**config.mk**
```make
export PLATFORM = sky130hd
export DESIGN_NAME = sort_dma_master_flat
export DESIGN_NICKNAME = d
export VERILOG_FILES = /design/src/rtl/sort_dma_master_pkg.sv /design/src/rtl/sort_dma_master_if.sv /design/src/rtl/sort_dma_master.sv /design/src/flat_wrapper.sv
export SDC_FILE = /design/constraint.sdc
export NUM_CORES = 1
export LEC_CHECK = 0
export ABC_AREA = 1
export BUFFER_PORTS_ARGS = -buffer_cell sky130_fd_sc_hd__clkbuf_2
export CAP_MARGIN = 10
export CORE_AREA = 2 2 133 233
export CTS_BUF_LIST = sky130_fd_sc_hd__clkbuf_16
export DETAILED_ROUTE_END_ITERATION = 6
export DIE_AREA = 0 0 135 235
export PLACE_DENSITY = 0.52
export SLEW_MARGIN = 25
export SYNTH_ARGS = -nofsm -noshare
export SYNTH_HDL_FRONTEND = slang
export SYNTH_SLANG_ARGS = --single-unit
```
**constraint.sdc**
```tcl
create_clock -name clk -period 3.9 [get_ports clk]
set_clock_uncertainty 0.2 [all_clocks]
set_input_delay 0.195 -clock clk [delete_from_list [all_inputs] [get_ports clk]]
set_output_delay 0.195 -clock clk [all_outputs]
set_load 0.005 [all_outputs]
```
**src/rtl/sort_dma_master_pkg.sv**
```systemverilog
// ---------------------------------------------------------------------------
// sort_dma_pkg
// Shared types and constants for the sort_dma_master AXI4-lite copy engine.
// Revision: 1.0
// ---------------------------------------------------------------------------
`default_nettype none

package sort_dma_pkg;

  // Transfer sequencer states; one AXI transaction in flight at a time.
  typedef enum logic [2:0] {
    ST_IDLE    = 3'd0,
    ST_RD_ADDR = 3'd1,
    ST_RD_DATA = 3'd2,
    ST_WR_REQ  = 3'd3,
    ST_WR_RESP = 3'd4,
    ST_FINISH  = 3'd5
  } dma_state_e;

  localparam logic [2:0]  AXI_PROT_DATA   = 3'b000;
  localparam logic [3:0]  WSTRB_FULL      = 4'hF;
  localparam logic [31:0] WORD_BYTES      = 32'd4;
  localparam logic [31:0] ADDR_ALIGN_MASK = 32'hFFFF_FFFC;

  // Byte offset of word number idx; wraps modulo 2**32 like the address bus.
  function automatic logic [31:0] word_offset(input logic [31:0] idx);
    return idx * WORD_BYTES;
  endfunction

endpackage

`default_nettype wire

```
**src/rtl/sort_dma_master_if.sv**
```systemverilog
// ---------------------------------------------------------------------------
// sort_dma_master_if
// AXI4-lite bus between the copy engine (master) and memory/peripheral
// responder (slave). No response codes are carried.
// Revision: 1.0
// ---------------------------------------------------------------------------
`default_nettype none

interface sort_dma_master_if;
  logic        awvalid;
  logic        awready;
  logic [31:0] awaddr;
  logic [2:0]  awprot;
  logic        wvalid;
  logic        wready;
  logic [31:0] wdata;
  logic [3:0]  wstrb;
  logic        bvalid;
  logic        bready;
  logic        arvalid;
  logic        arready;
  logic [31:0] araddr;
  logic [2:0]  arprot;
  logic        rvalid;
  logic        rready;
  logic [31:0] rdata;

  modport master (
    output awvalid, awaddr, awprot, wvalid, wdata, wstrb, bready,
    output arvalid, araddr, arprot, rready,
    input  awready, wready, bvalid, arready, rvalid, rdata
  );

  modport slave (
    input  awvalid, awaddr, awprot, wvalid, wdata, wstrb, bready,
    input  arvalid, araddr, arprot, rready,
    output awready, wready, bvalid, arready, rvalid, rdata
  );
endinterface

`default_nettype wire

```
**src/rtl/sort_dma_master.sv**
```systemverilog
// ---------------------------------------------------------------------------
// sort_dma_master
// AXI4-lite initiator copying 2**LOG_INPUT_NUM 32-bit words from src_addr to
// dst_addr, strictly one read or write transaction at a time.
// Option macro: AXI_DMA_FIXED_DST_EN -- every write goes to the latched
// destination (streaming into a single MMIO register) instead of dst+4*count.
// Revision: 1.0
// ---------------------------------------------------------------------------
`default_nettype none

module sort_dma_master
  import sort_dma_pkg::*;
#(
  parameter int LOG_INPUT_NUM = 3,
  parameter int DATAWIDTH     = 32
) (
  input  logic                      clk,
  input  logic                      resetn,
  input  logic                      start,
  input  logic [31:0]               src_addr,
  input  logic [31:0]               dst_addr,
  output logic                      busy,
  output logic                      done,
  sort_dma_master_if.master         mem_axi
);

  localparam int CNT_W = LOG_INPUT_NUM + 1;
  localparam logic [CNT_W-1:0] WORD_NUM = CNT_W'(2 ** LOG_INPUT_NUM);

  dma_state_e           state_q;
  logic [CNT_W-1:0]     count_q;
  logic [31:0]          src_q;
  logic [31:0]          dst_q;
  logic [DATAWIDTH-1:0] wdata_q;
  logic [31:0]          araddr_q;
  logic [31:0]          awaddr_q;
  logic [3:0]           wstrb_q;
  logic                 arvalid_q;
  logic                 rready_q;
  logic                 awvalid_q;
  logic                 wvalid_q;
  logic                 bready_q;
  logic                 busy_q;
  logic                 done_q;

  logic [CNT_W-1:0]     count_d;
  logic [31:0]          araddr_d;
  logic [31:0]          awaddr_d;
  logic                 last_word;
  logic                 aw_ok;
  logic                 w_ok;

  // Next word index and the addresses it selects.
  assign count_d   = count_q + 1'b1;
  assign last_word = (count_d == WORD_NUM);
  assign araddr_d  = src_q + word_offset(32'(count_d));
`ifdef AXI_DMA_FIXED_DST_EN
  assign awaddr_d  = dst_q;
`else
  assign awaddr_d  = dst_q + word_offset(32'(count_q));
`endif

  // A write channel is finished once its valid has dropped or handshakes now.
  assign aw_ok = !awvalid_q || mem_axi.awready;
  assign w_ok  = !wvalid_q  || mem_axi.wready;

  // Transfer sequencer with registered bus outputs.
  always_ff @(posedge clk or negedge resetn) begin
    if (!resetn) begin
      state_q   <= ST_IDLE;
      count_q   <= '0;
      src_q     <= '0;
      dst_q     <= '0;
      wdata_q   <= '0;
      araddr_q  <= '0;
      awaddr_q  <= '0;
      wstrb_q   <= '0;
      arvalid_q <= 1'b0;
      rready_q  <= 1'b0;
      awvalid_q <= 1'b0;
      wvalid_q  <= 1'b0;
      bready_q  <= 1'b0;
      busy_q    <= 1'b0;
      done_q    <= 1'b0;
    end else begin
      case (state_q)
        ST_IDLE: begin
          if (start) begin
            src_q     <= src_addr & ADDR_ALIGN_MASK;
            dst_q     <= dst_addr & ADDR_ALIGN_MASK;
            araddr_q  <= src_addr & ADDR_ALIGN_MASK;
            count_q   <= '0;
            arvalid_q <= 1'b1;
            busy_q    <= 1'b1;
            state_q   <= ST_RD_ADDR;
          end
        end
        ST_RD_ADDR: begin
          if (mem_axi.arready) begin
            arvalid_q <= 1'b0;
            rready_q  <= 1'b1;
            state_q   <= ST_RD_DATA;
          end
        end
        ST_RD_DATA: begin
          if (mem_axi.rvalid) begin
            wdata_q   <= mem_axi.rdata;
            rready_q  <= 1'b0;
            awaddr_q  <= awaddr_d;
            wstrb_q   <= WSTRB_FULL;
            awvalid_q <= 1'b1;
            wvalid_q  <= 1'b1;
            state_q   <= ST_WR_REQ;
          end
        end
        ST_WR_REQ: begin
          // AW and W complete independently; leave only when both are done.
          if (mem_axi.awready) awvalid_q <= 1'b0;
          if (mem_axi.wready)  wvalid_q  <= 1'b0;
          if (aw_ok && w_ok) begin
            bready_q <= 1'b1;
            state_q  <= ST_WR_RESP;
          end
        end
        ST_WR_RESP: begin
          if (mem_axi.bvalid) begin
            bready_q <= 1'b0;
            count_q  <= count_d;
            if (last_word) begin
              done_q  <= 1'b1;
              state_q <= ST_FINISH;
            end else begin
              araddr_q  <= araddr_d;
              arvalid_q <= 1'b1;
              state_q   <= ST_RD_ADDR;
            end
          end
        end
        ST_FINISH: begin
          done_q  <= 1'b0;
          busy_q  <= 1'b0;
          state_q <= ST_IDLE;
        end
        default: state_q <= ST_IDLE;
      endcase
    end
  end

  assign mem_axi.arvalid = arvalid_q;
  assign mem_axi.araddr  = araddr_q;
  assign mem_axi.arprot  = AXI_PROT_DATA;
  assign mem_axi.rready  = rready_q;
  assign mem_axi.awvalid = awvalid_q;
  assign mem_axi.awaddr  = awaddr_q;
  assign mem_axi.awprot  = AXI_PROT_DATA;
  assign mem_axi.wvalid  = wvalid_q;
  assign mem_axi.wdata   = wdata_q;
  assign mem_axi.wstrb   = wstrb_q;
  assign mem_axi.bready  = bready_q;
  assign busy            = busy_q;
  assign done            = done_q;

endmodule

`default_nettype wire

```
**src/flat_wrapper.sv**
```systemverilog
// flat-port wrapper written by rule: the top's interface ports become plain ports
module sort_dma_master_flat import sort_dma_pkg::*;
#(
  parameter int LOG_INPUT_NUM = 3,
  parameter int DATAWIDTH     = 32
)
  (clk, resetn, start, src_addr, dst_addr, busy, done, mem_axi_awvalid, mem_axi_awaddr, mem_axi_awprot, mem_axi_wvalid, mem_axi_wdata, mem_axi_wstrb, mem_axi_bready, mem_axi_arvalid, mem_axi_araddr, mem_axi_arprot, mem_axi_rready, mem_axi_awready, mem_axi_wready, mem_axi_bvalid, mem_axi_arready, mem_axi_rvalid, mem_axi_rdata);
  sort_dma_master_if mem_axi_i ();
  input  logic clk;
  input  logic resetn;
  input  logic start;
  input  logic [31:0] src_addr;
  input  logic [31:0] dst_addr;
  output logic busy;
  output logic done;
  output wire logic [$bits(mem_axi_i.awvalid)-1:0] mem_axi_awvalid;
  output wire logic [$bits(mem_axi_i.awaddr)-1:0] mem_axi_awaddr;
  output wire logic [$bits(mem_axi_i.awprot)-1:0] mem_axi_awprot;
  output wire logic [$bits(mem_axi_i.wvalid)-1:0] mem_axi_wvalid;
  output wire logic [$bits(mem_axi_i.wdata)-1:0] mem_axi_wdata;
  output wire logic [$bits(mem_axi_i.wstrb)-1:0] mem_axi_wstrb;
  output wire logic [$bits(mem_axi_i.bready)-1:0] mem_axi_bready;
  output wire logic [$bits(mem_axi_i.arvalid)-1:0] mem_axi_arvalid;
  output wire logic [$bits(mem_axi_i.araddr)-1:0] mem_axi_araddr;
  output wire logic [$bits(mem_axi_i.arprot)-1:0] mem_axi_arprot;
  output wire logic [$bits(mem_axi_i.rready)-1:0] mem_axi_rready;
  input wire logic [$bits(mem_axi_i.awready)-1:0] mem_axi_awready;
  input wire logic [$bits(mem_axi_i.wready)-1:0] mem_axi_wready;
  input wire logic [$bits(mem_axi_i.bvalid)-1:0] mem_axi_bvalid;
  input wire logic [$bits(mem_axi_i.arready)-1:0] mem_axi_arready;
  input wire logic [$bits(mem_axi_i.rvalid)-1:0] mem_axi_rvalid;
  input wire logic [$bits(mem_axi_i.rdata)-1:0] mem_axi_rdata;
  assign mem_axi_awvalid = mem_axi_i.awvalid;
  assign mem_axi_awaddr = mem_axi_i.awaddr;
  assign mem_axi_awprot = mem_axi_i.awprot;
  assign mem_axi_wvalid = mem_axi_i.wvalid;
  assign mem_axi_wdata = mem_axi_i.wdata;
  assign mem_axi_wstrb = mem_axi_i.wstrb;
  assign mem_axi_bready = mem_axi_i.bready;
  assign mem_axi_arvalid = mem_axi_i.arvalid;
  assign mem_axi_araddr = mem_axi_i.araddr;
  assign mem_axi_arprot = mem_axi_i.arprot;
  assign mem_axi_rready = mem_axi_i.rready;
  assign mem_axi_i.awready = mem_axi_awready;
  assign mem_axi_i.wready = mem_axi_wready;
  assign mem_axi_i.bvalid = mem_axi_bvalid;
  assign mem_axi_i.arready = mem_axi_arready;
  assign mem_axi_i.rvalid = mem_axi_rvalid;
  assign mem_axi_i.rdata = mem_axi_rdata;
  sort_dma_master #(.LOG_INPUT_NUM(LOG_INPUT_NUM), .DATAWIDTH(DATAWIDTH)) u_core (.clk(clk), .resetn(resetn), .start(start), .src_addr(src_addr), .dst_addr(dst_addr), .busy(busy), .done(done), .mem_axi(mem_axi_i));
endmodule
```
**Word-level counts from Yosys, hierarchy flattened**

Cells that the tools add are included.

- Bits in registers: 171
- Input port bits: 104
- Output and inout bits: 113

- Add/sub/neg operators: 3
- Equality and inequality tests: 15
- Muxes and demuxes: 34
- Reduce and logical (&&, ||, !) cells: 25

Operator list:

| operator | count |
|---|---|
| $mux 32 | 3 |
| $add 32x6->32 | 2 |
| $pmux 32 s2 | 1 |
| $mux 3 | 6 |
| $reduce_and 3->1 | 6 |
| $pmux 3 s5 | 1 |
| $ne 2x2->1 const B | 7 |
| $mux 1 | 13 |
| $pmux 1 s2 | 6 |
| $reduce_bool 2->1 | 6 |
| $reduce_and 5->1 | 2 |
| $mux 4 | 2 |
| $pmux 4 s2 | 1 |
| $eq 3x2->1 const B | 2 |
| $eq 3x3->1 const B | 2 |
| $reduce_and 2->1 | 3 |
| $add 4x1->4 const B | 1 |
| $eq 4x4->1 const B | 1 |
| $ne 2x1->1 const B | 2 |
| $reduce_and 4->1 | 1 |
| $eq 3x1->1 const B | 1 |
| $logic_not 3->1 | 1 |
| $pmux 1 s3 | 1 |
| $reduce_bool 3->1 | 1 |
| 3 further kinds | 5 |

**Depth between registers and ports, before layout**

Gate-level depths: netlist of run 1.

- Depth in word-level cells: 5
- Gate-level depth with buffers: 16

**Worst setup path before layout of run 1**

Ideal clock, no wire load.

- Path kind: reg-to-reg
- Start: reg u_core.count_q[1]
- End: reg u_core.araddr_q[24] (netlist: u_core.mem_axi.araddr[24])
- Library setup time: 0.116 ns
- Data arrival time: 2.052 ns
- Data required time: 3.584 ns
- Slack: 1.532 ns
- Cell stages (with the launch flop): 14
- Clock period less this slack: 2.368 ns
- Path through: dfrtp_1 > ha_1 > inv_1 > fa_1 > inv_1 > nand2_1 > nand2_1 > nand2_1 > nor2_1 > nand2_1 > nand2_1 > nand3_1 > nand2_1 > nand2_1

- Longest elaborated chain between the ends: 5

Ends and longest elaborated chain:

| element | line | text |
|---|---|---|
| from (decl) | sort_dma_master.sv:31 | `logic [CNT_W-1:0] count_q;` |
| from (signal assigned) | sort_dma_master.sv:128 | `count_q <= count_d;` |
| $add 4x1->4 * | sort_dma_master.sv:54 | `assign count_d = count_q + 1'b1;` |
| $add 32x6->32 | sort_dma_master.sv:56 | `assign araddr_d = src_q + word_offset(32'(count_d));` |
| $mux 32 | sort_dma_master.sv:129 | `if (last_word) begin` |
| $mux 32 | sort_dma_master.sv:126 | `if (mem_axi.bvalid) begin` |
| $pmux 32 s2 | sort_dma_master.sv:86 | `case (state_q)` |
| to (signal assigned) | sort_dma_master.sv:91 | `araddr_q <= src_addr & ADDR_ALIGN_MASK;` |
| to (signal assigned) | sort_dma_master.sv:133 | `araddr_q <= araddr_d;` |
| to (decl) | sort_dma_master.sv:35 | `logic [31:0] araddr_q;` |

Every way passes the cells marked *; elsewhere a longest branch is shown, timed or not. The select of a mux whose other input is x is not followed.
A chain may end at the register's enable or synchronous reset.

**Final worst setup path of run 1**

- Start: reg u_core.count_q[0]
- End: reg u_core.araddr_q[24] (netlist: u_core.mem_axi.araddr[24])

Same word-level chain as after synthesis.

==> flow_summary.ini, run 1 <==
[setup_path]
critPathLaunchType = flop
critPathMaxFanout = 8
timing.critical_path.required_ns = 4.03
data_arrival_time_of_the_critical_path_ns = 3.04
setup.worst_path.class = reg2reg
worst_setup_path_end_kind = flop

[global_routing]
globalRouteOverflowTotal = 0
antenna_found_initial = 2
pin_count_of_the_biggest_net_entering_global_routing = 68
grt_pass1_vias = 8426
grt_usage = 0.182
global_route_wire_length_before_repair_um = 44300

[timing]
setup-violations-final = 0
final.setup.tns_ns = 0
final-max-slew-violation-count = 0
period_needed_ns = 2.91
final_hold_viol_count = 0
unrepaired_setup_endpoints_after_global_routing = no
final.period_utilization = 0.746
fmaxAchievable_mhz = 344
max_slew_margin = 0.393
worst_pin_slew_ns = 0.910

[floorplan]
die_h_um = 235
fp-row-count = 84
floorplan.io_pins = 217
initial_core_utilization = 0.296
dieWidth_um = 135
fp.coreArea_mm2 = 0.0298
design.die.area_mm2 = 0.0317

[yosys]
synth_top_cell_area_share = 0.472
ys_async_sr_fraction = 1.00
ys_warn_count = 0
synth.yosys.seq_area_share = 0.472
number_of_distinct_library_cells_after_synthesis = 32
number_of_synthesized_flops_with_an_enable_pin = 0
ys_ff_latch = 167
post_synth_inst_count = 1226
synth_top_cell_by_area = sky130_fd_sc_hd__dfrtp_1
dominantRegCellSynth = sky130_fd_sc_hd__dfrtp_1
yosys-top-cells-area = sky130_fd_sc_hd__dfrtp_1 (47%), sky130_fd_sc_hd__nand2_1 (22%), sky130_fd_sc_hd__nor2_1 (5.3%), sky130_fd_sc_hd__inv_1 (4.4%), sky130_fd_sc_hd__nand3_1 (4.2%)
post_synth.cell_area_avg_um2 = 7.21
syn_area_mm2 = 0.00884

[cts]
cts-buffers-inserted = 17
post_cts_hold_buffer_count = 98
root_buffer = sky130_fd_sc_hd__clkbuf_16
clock_path_buffers = 2
clkSinkCount = 167
clock_tree.htree_level_count = 4
insertion_delay_ns = 0.45
clkTransAtPathRegs_ns = 0.07
cts_tree = yes
post-cts-setup-buffers = 0
postCtsResizedCells = 0

[power_and_ir_drop]
powerDensity_mw_per_mm2 = 682
worst_ir_drop_vdd_mv = 0.350
power_leakage_nw = 5.95

[route]
num_vias = 8536
vias_per_cell = 4.46
post_route_ant_nets = 0
dr.first_iter.drc_count = 361
drt-wirelength-per-cell_um = 14.7
routed_wl_um = 28200
post-route-drc-count = 0
firstDrtPassIters = 5

[layout]
share_of_final_layout_standard_cells_stronger_than_drive_strength_1 = 0.173
final_core_util = 0.390
areaGrowthSynthToFinish_pct = 31.6
finalNetCount = 1627

[placement]
estimated_wirelength_of_the_detail_placed_design_um = 20700
io_buffers = 202
finalWeightedCongestion = 0.899

[hold_path]
hold_path.class = in2reg

[flow_run]
maxCapViolations = 0

[run_status]
run_status = finished clean
-- sequential cells by signal (all words and copies together) (netlist names), 3 cells and up --
register	cells
u_core.state_q	3
u_core.mem_axi.araddr	30
u_core.count_q	4
u_core.src_q	30
u_core.dst_q	30
u_core.mem_axi.wdata	32
u_core.mem_axi.awaddr	30
-- cells in the final DEF, fill, tap and decap left out, drive strengths merged, types with 6 or more instances in the layout --
master / n
a21oi: 7
a31oi: 10
buf: 10
clkbuf: 218
clkinv: 6
conb: 10
dfrtp: 167
dlygate4sd3: 98
ha: 10
inv: 115
nand2: 536
nand3: 75
nand4: 10
nor2: 134
nor3: 13
o21ai: 84
xor2: 7
-- metrics by stage --
stage               cells  total power [W]  instance area (µm²)  hold WS (ns)  worst slack (ns)
global placement     1781          0.00626                10100        0.0586             0.980
floorplan            1235          0.00513                 8880        -0.301              1.53
CTS                  1911          0.00807                11600        0.0887             0.965
finish               1914          0.00794                11600         0.101             0.989
global route         1913          0.00867                11600         0.126             0.669
detailed placement   1781          0.00632                10100        0.0617             0.979
-- metal layers --
layer | routed length (µm) | share of wire | up-vias | GRT usage
met5 | 0 | 0 | - | 0
met4 | 1050 | 0.037 | 0 | 0.0824
met3 | 929 | 0.033 | 48 | 0.0283
met2 | 15500 | 0.55 | 189 | 0.350
met1 | 10700 | 0.38 | 3937 | 0.187
li1 | - | - | 4362 | -
-- path summary, 6_finish.rpt --
path / startpoint / to / slack (ns) / depth (start not counted)
setup / recovery: u_core.count_q[0] / u_core.mem_axi.araddr[24] / 0.99 / 13
hold / removal: start / u_core.src_q[15] / 0.10 / 5
setup reg to reg: u_core.count_q[0] / u_core.mem_axi.araddr[24] / 0.99 / 13
hold reg to reg: u_core.mem_axi.araddr[6] / u_core.mem_axi.araddr[6] / 0.28 / 2
max in group asynchronous: resetn / u_core.mem_axi.awaddr[29] / 2.28 / 3
min in group asynchronous: resetn / u_core.mem_axi.araddr[26] / 0.12 / 2
-- power breakdown --
group	switching, W	internal (W)	total (W)
registers	0.000617	0.00256	0.00318
logic	0.00194	0.00119	0.00313
clock network	0.000753	0.000880	0.00163
total	0.00331	0.00463	0.00794
-- final cells by class --
| type | count | area, µm² |
|---|---|---|
| Antenna cell | 3 | 7.51 |
| Clock buffer | 17 | 425 |
| Clock inverter | 15 | 129 |
| Fill cell | 3196 | 18200 |
| Inverter | 109 | 409 |
| Multi-Input combinational cell | 907 | 3930 |
| Sequential cell | 167 | 4180 |
| Tap cell | 387 | 484 |
| Timing Repair Buffer | 309 | 2080 |
-- critical path: stages (launching register included) --
cell and delay [ns]:
sky130_fd_sc_hd__dfrtp_1 0.48, sky130_fd_sc_hd__ha_1 0.34, sky130_fd_sc_hd__inv_1 0.07, sky130_fd_sc_hd__fa_1 0.41
sky130_fd_sc_hd__inv_1 0.09, sky130_fd_sc_hd__nand2_1 0.07, sky130_fd_sc_hd__nand2_1 0.06, sky130_fd_sc_hd__nand2_1 0.18
sky130_fd_sc_hd__nor2_1 0.54, sky130_fd_sc_hd__nand2_1 0.11, sky130_fd_sc_hd__nand2_1 0.07, sky130_fd_sc_hd__nand3_1 0.06
sky130_fd_sc_hd__nand2_1 0.08, sky130_fd_sc_hd__nand2_1 0.04
-- synth_stat cells, drive strengths merged, types with 2 or more instances --
master	instances
a31oi	10
buf	48
a21oi	7
nor2	134
nand3	75
nand4	10
ha	10
dfrtp	167
xor2	7
nand2	536
clkbuf	4
fa	2
o21ai	84
nor3	13
inv	109
or2	3
xnor2	2
-- logic make-up (layout without fill, tap and decap cells) --
logic type               count (synthesis)  after routing  synth area share
adder cells (fa/ha/maj)                 12             12            0.0187
XOR/XNOR                                 9              9           0.00891
AO/OA/AOI/OAI                          103            103            0.0601
other                                    1             13          0.000424
AND/OR/NAND/NOR                        773            773             0.351
flip-flops                             167            167             0.472
buffers and inverters                  161            450            0.0883
(Power assumes the default switching activity.)
==> inputs of run 2 (changes only) <==
==> constraint.sdc (replaced) <==
create_clock -name clk -period 2.68 [get_ports clk]
set_clock_uncertainty 0.2 [all_clocks]
set_input_delay 0.134 -clock clk [delete_from_list [all_inputs] [get_ports clk]]
set_output_delay 0.134 -clock clk [all_outputs]
set_load 0.005 [all_outputs]
==> run 2 against run 1 <==
- clock power is 46% higher
- power grew 47%
- global-route usage increased by 0.38 points
- critical path depth stayed put
- utilization up 0.84 points
- cell count up 0.99%
- worst hold slack gained 0.0088 ns
- largest cell class unchanged
- highest routed layer unchanged
==> flow_summary.ini, run 2 (synthesized netlist as in run 1, its figures left out) <==
[run_status]
run_status = finished clean

[setup_path]
timing.critical_path.required_ns = 2.82
worst_setup_path_end_kind = flop
reg2reg_setup_slack_ns = 0.21
worstReg2RegEnd = u_core.mem_axi.araddr[10]
critPathMaxFanout = 6
rr_worst_depth = 13
first_element_of_the_critical_path = u_core.count_q[0]
cp_num_cells = 13
crit_path_cell_trace = ha_1 > inv_1 > fa_2 > inv_1 > nand2_1 > nand2_1 > nand2_4 > nor2_1 > nand2_1 > nand3_1 > nand2_1 > nand2_1 > nand2_1
critical-path-top-cell-by-count = sky130_fd_sc_hd__nand2_1
setup.worst_path.class = reg2reg
path_delay_family = simple AND/OR/NAND/NOR gates
data_arrival_time_of_the_critical_path_ns = 2.61
crit_slowest_cell = sky130_fd_sc_hd__dfrtp_2
critical_path_buffers_and_inverters = 2
crit_end = u_core.mem_axi.araddr[10]
critPathLaunchType = flop
timing.rr.start = u_core.count_q[0]
critical_path.max_stage_delay_ns = 0.43

[cts]
clock_tree.htree_level_count = 4
clock_path_buffers = 2
cts_tree = yes
root_buffer = sky130_fd_sc_hd__clkbuf_16
clkTransAtPathRegs_ns = 0.07
clkSinkCount = 167
insertion_delay_ns = 0.45
cts-buffers-inserted = 17

[placement]
cell_total_after_placement = 1794
io_buffers = 202
placement.cell_area_mm2 = 0.0102
finalWeightedCongestion = 0.930
pre_cts_slack_ns = -0.0581
estimated_wirelength_of_the_detail_placed_design_um = 21000

[layout]
layout.cells.non_filler = 1933
areaGrowthSynthToFinish_pct = 34.4
antenna_cells = 0
fin_area_mm2 = 0.0119
multi_input_comb_area_mm2 = 0.00395
share_of_final_layout_standard_cells_stronger_than_drive_strength_1 = 0.182
finalNetCount = 1649
final_cell_mix = sky130_fd_sc_hd__nand2_1 (526), sky130_fd_sc_hd__clkbuf_2 (201), sky130_fd_sc_hd__dfrtp_1 (166)
number_of_fill_cells_in_the_layout = 3172
seqCellArea_mm2 = 0.00418
largest_register_ff_count = 32
mostFrequentLayoutCell = sky130_fd_sc_hd__nand2_1

[route]
num_vias = 8606
firstDrtPassIters = 5
vias_per_cell = 4.45
dr.first_iter.drc_count = 461
post_route_ant_nets = 0
routed_wl_um = 28600
post-route-drc-count = 0
drt-wirelength-per-cell_um = 14.8

[timing]
final.period_utilization = 0.921
fmaxAchievable_mhz = 405
worst_pin_slew_ns = 0.683
post-route-worst-setup-slack_ns = 0.211
final_hold_viol_count = 0
setup-violations-final = 0
final.setup.tns_ns = 0
max_slew_margin = 0.545
final-max-slew-violation-count = 0
unrepaired_setup_endpoints_after_global_routing = no
period_needed_ns = 2.47

[global_routing]
global_route_wire_length_before_repair_um = 45200
globalRouteOverflowTotal = 0
grt_pass1_vias = 8579
antenna_found_initial = 0
pin_count_of_the_biggest_net_entering_global_routing = 65
grt_usage = 0.185

[flow_run]
maxCapViolations = 0

[floorplan]
die_h_um = 235
initial_core_utilization = 0.296
fp.coreArea_mm2 = 0.0298
floorplan.io_pins = 217
design.die.area_mm2 = 0.0317
dieWidth_um = 135
fp-row-count = 84

[power_and_ir_drop]
combPwrFrac = 0.400
powerDensity_mw_per_mm2 = 981
p_clk_frac = 0.204
worst_ir_drop_vdd_mv = 0.512
share_seq_of_total_power = 0.396
power_leakage_nw = 6.05
p_int_w = 0.00683
p_switching_w = 0.00484
netSwitchingFraction = 0.415

[hold_path]
hold_path.class = in2reg
worst_hold_startpoint = start
run 2: layout make-up:
cell class / instances / area share
Clock buffer: 17 / 0.0358
Clock inverter: 15 / 0.0107
Inverter: 109 / 0.0344
Multi-Input combinational cell: 907 / 0.332
Sequential cell: 167 / 0.352
Timing Repair Buffer: 331 / 0.195
Tap cell: 387 / 0.0407
run 2: how the worst min path moves through the flow:
stage               cells after the start                         to  slack (ns)
floorplan                               0                u_core.busy       -0.36
global placement                        1           u_core.src_q[23]       -0.08
detailed placement                      1  u_core.mem_axi.araddr[23]       -0.08
CTS                                     7          u_core.state_q[1]        0.06
global route                            7          u_core.state_q[1]        0.12
finish                                  7          u_core.state_q[1]        0.11
run 2: power by group through the flow:
stage	registers [W]	clock network, W	logic, W
4_1_cts	0.00463	0.00247	0.00478
2_1_floorplan	0.00451	0	0.00295
6_report	0.00462	0.00238	0.00467
3_3_place_gp	0.00464	0	0.00457
5_1_grt	0.00479	0.00256	0.00541
3_5_place_dp	0.00467	0	0.00461
run 2: routing by layer:
metal  vias up  part of all wire  GRT usage
met5         -                 0          0
met4         0             0.036     0.0827
li1       4409                 -          -
met3        50             0.032     0.0304
met2       197              0.56      0.357
met1      3950              0.37      0.191
run 2: per-stage QoR:
stage	power (W)	hold slack, ns	utilization
2_1_floorplan	0.00746	-0.362	-
3_3_place_gp	0.00921	-0.0832	0.343
3_5_place_dp	0.00928	-0.0807	0.343
4_1_cts	0.0119	0.0637	0.398
5_1_grt	0.0128	0.124	0.398
6_report	0.0117	0.110	0.398
run 2: repair_timing:
| item | CTS | global route |
|---|---|---|
| gates resized for setup | 1 | 6 |
| pin swaps | 0 | 1 |
| endpoints found under the hold margin | 299 | 0 |
| setup endpoints to repair | 3 | 12 |
| setup buffers | 0 | 0 |
| hold buffers | 107 | 0 |
run 2: tightest hold or removal path, delay by kind of cell:
family | cells | cell delay, ns
AOI/OAI and AO/OA | 1 | 0.05
and+or+nand+nor | 3 | 0.24
buffers and inverters | 3 | 0.30
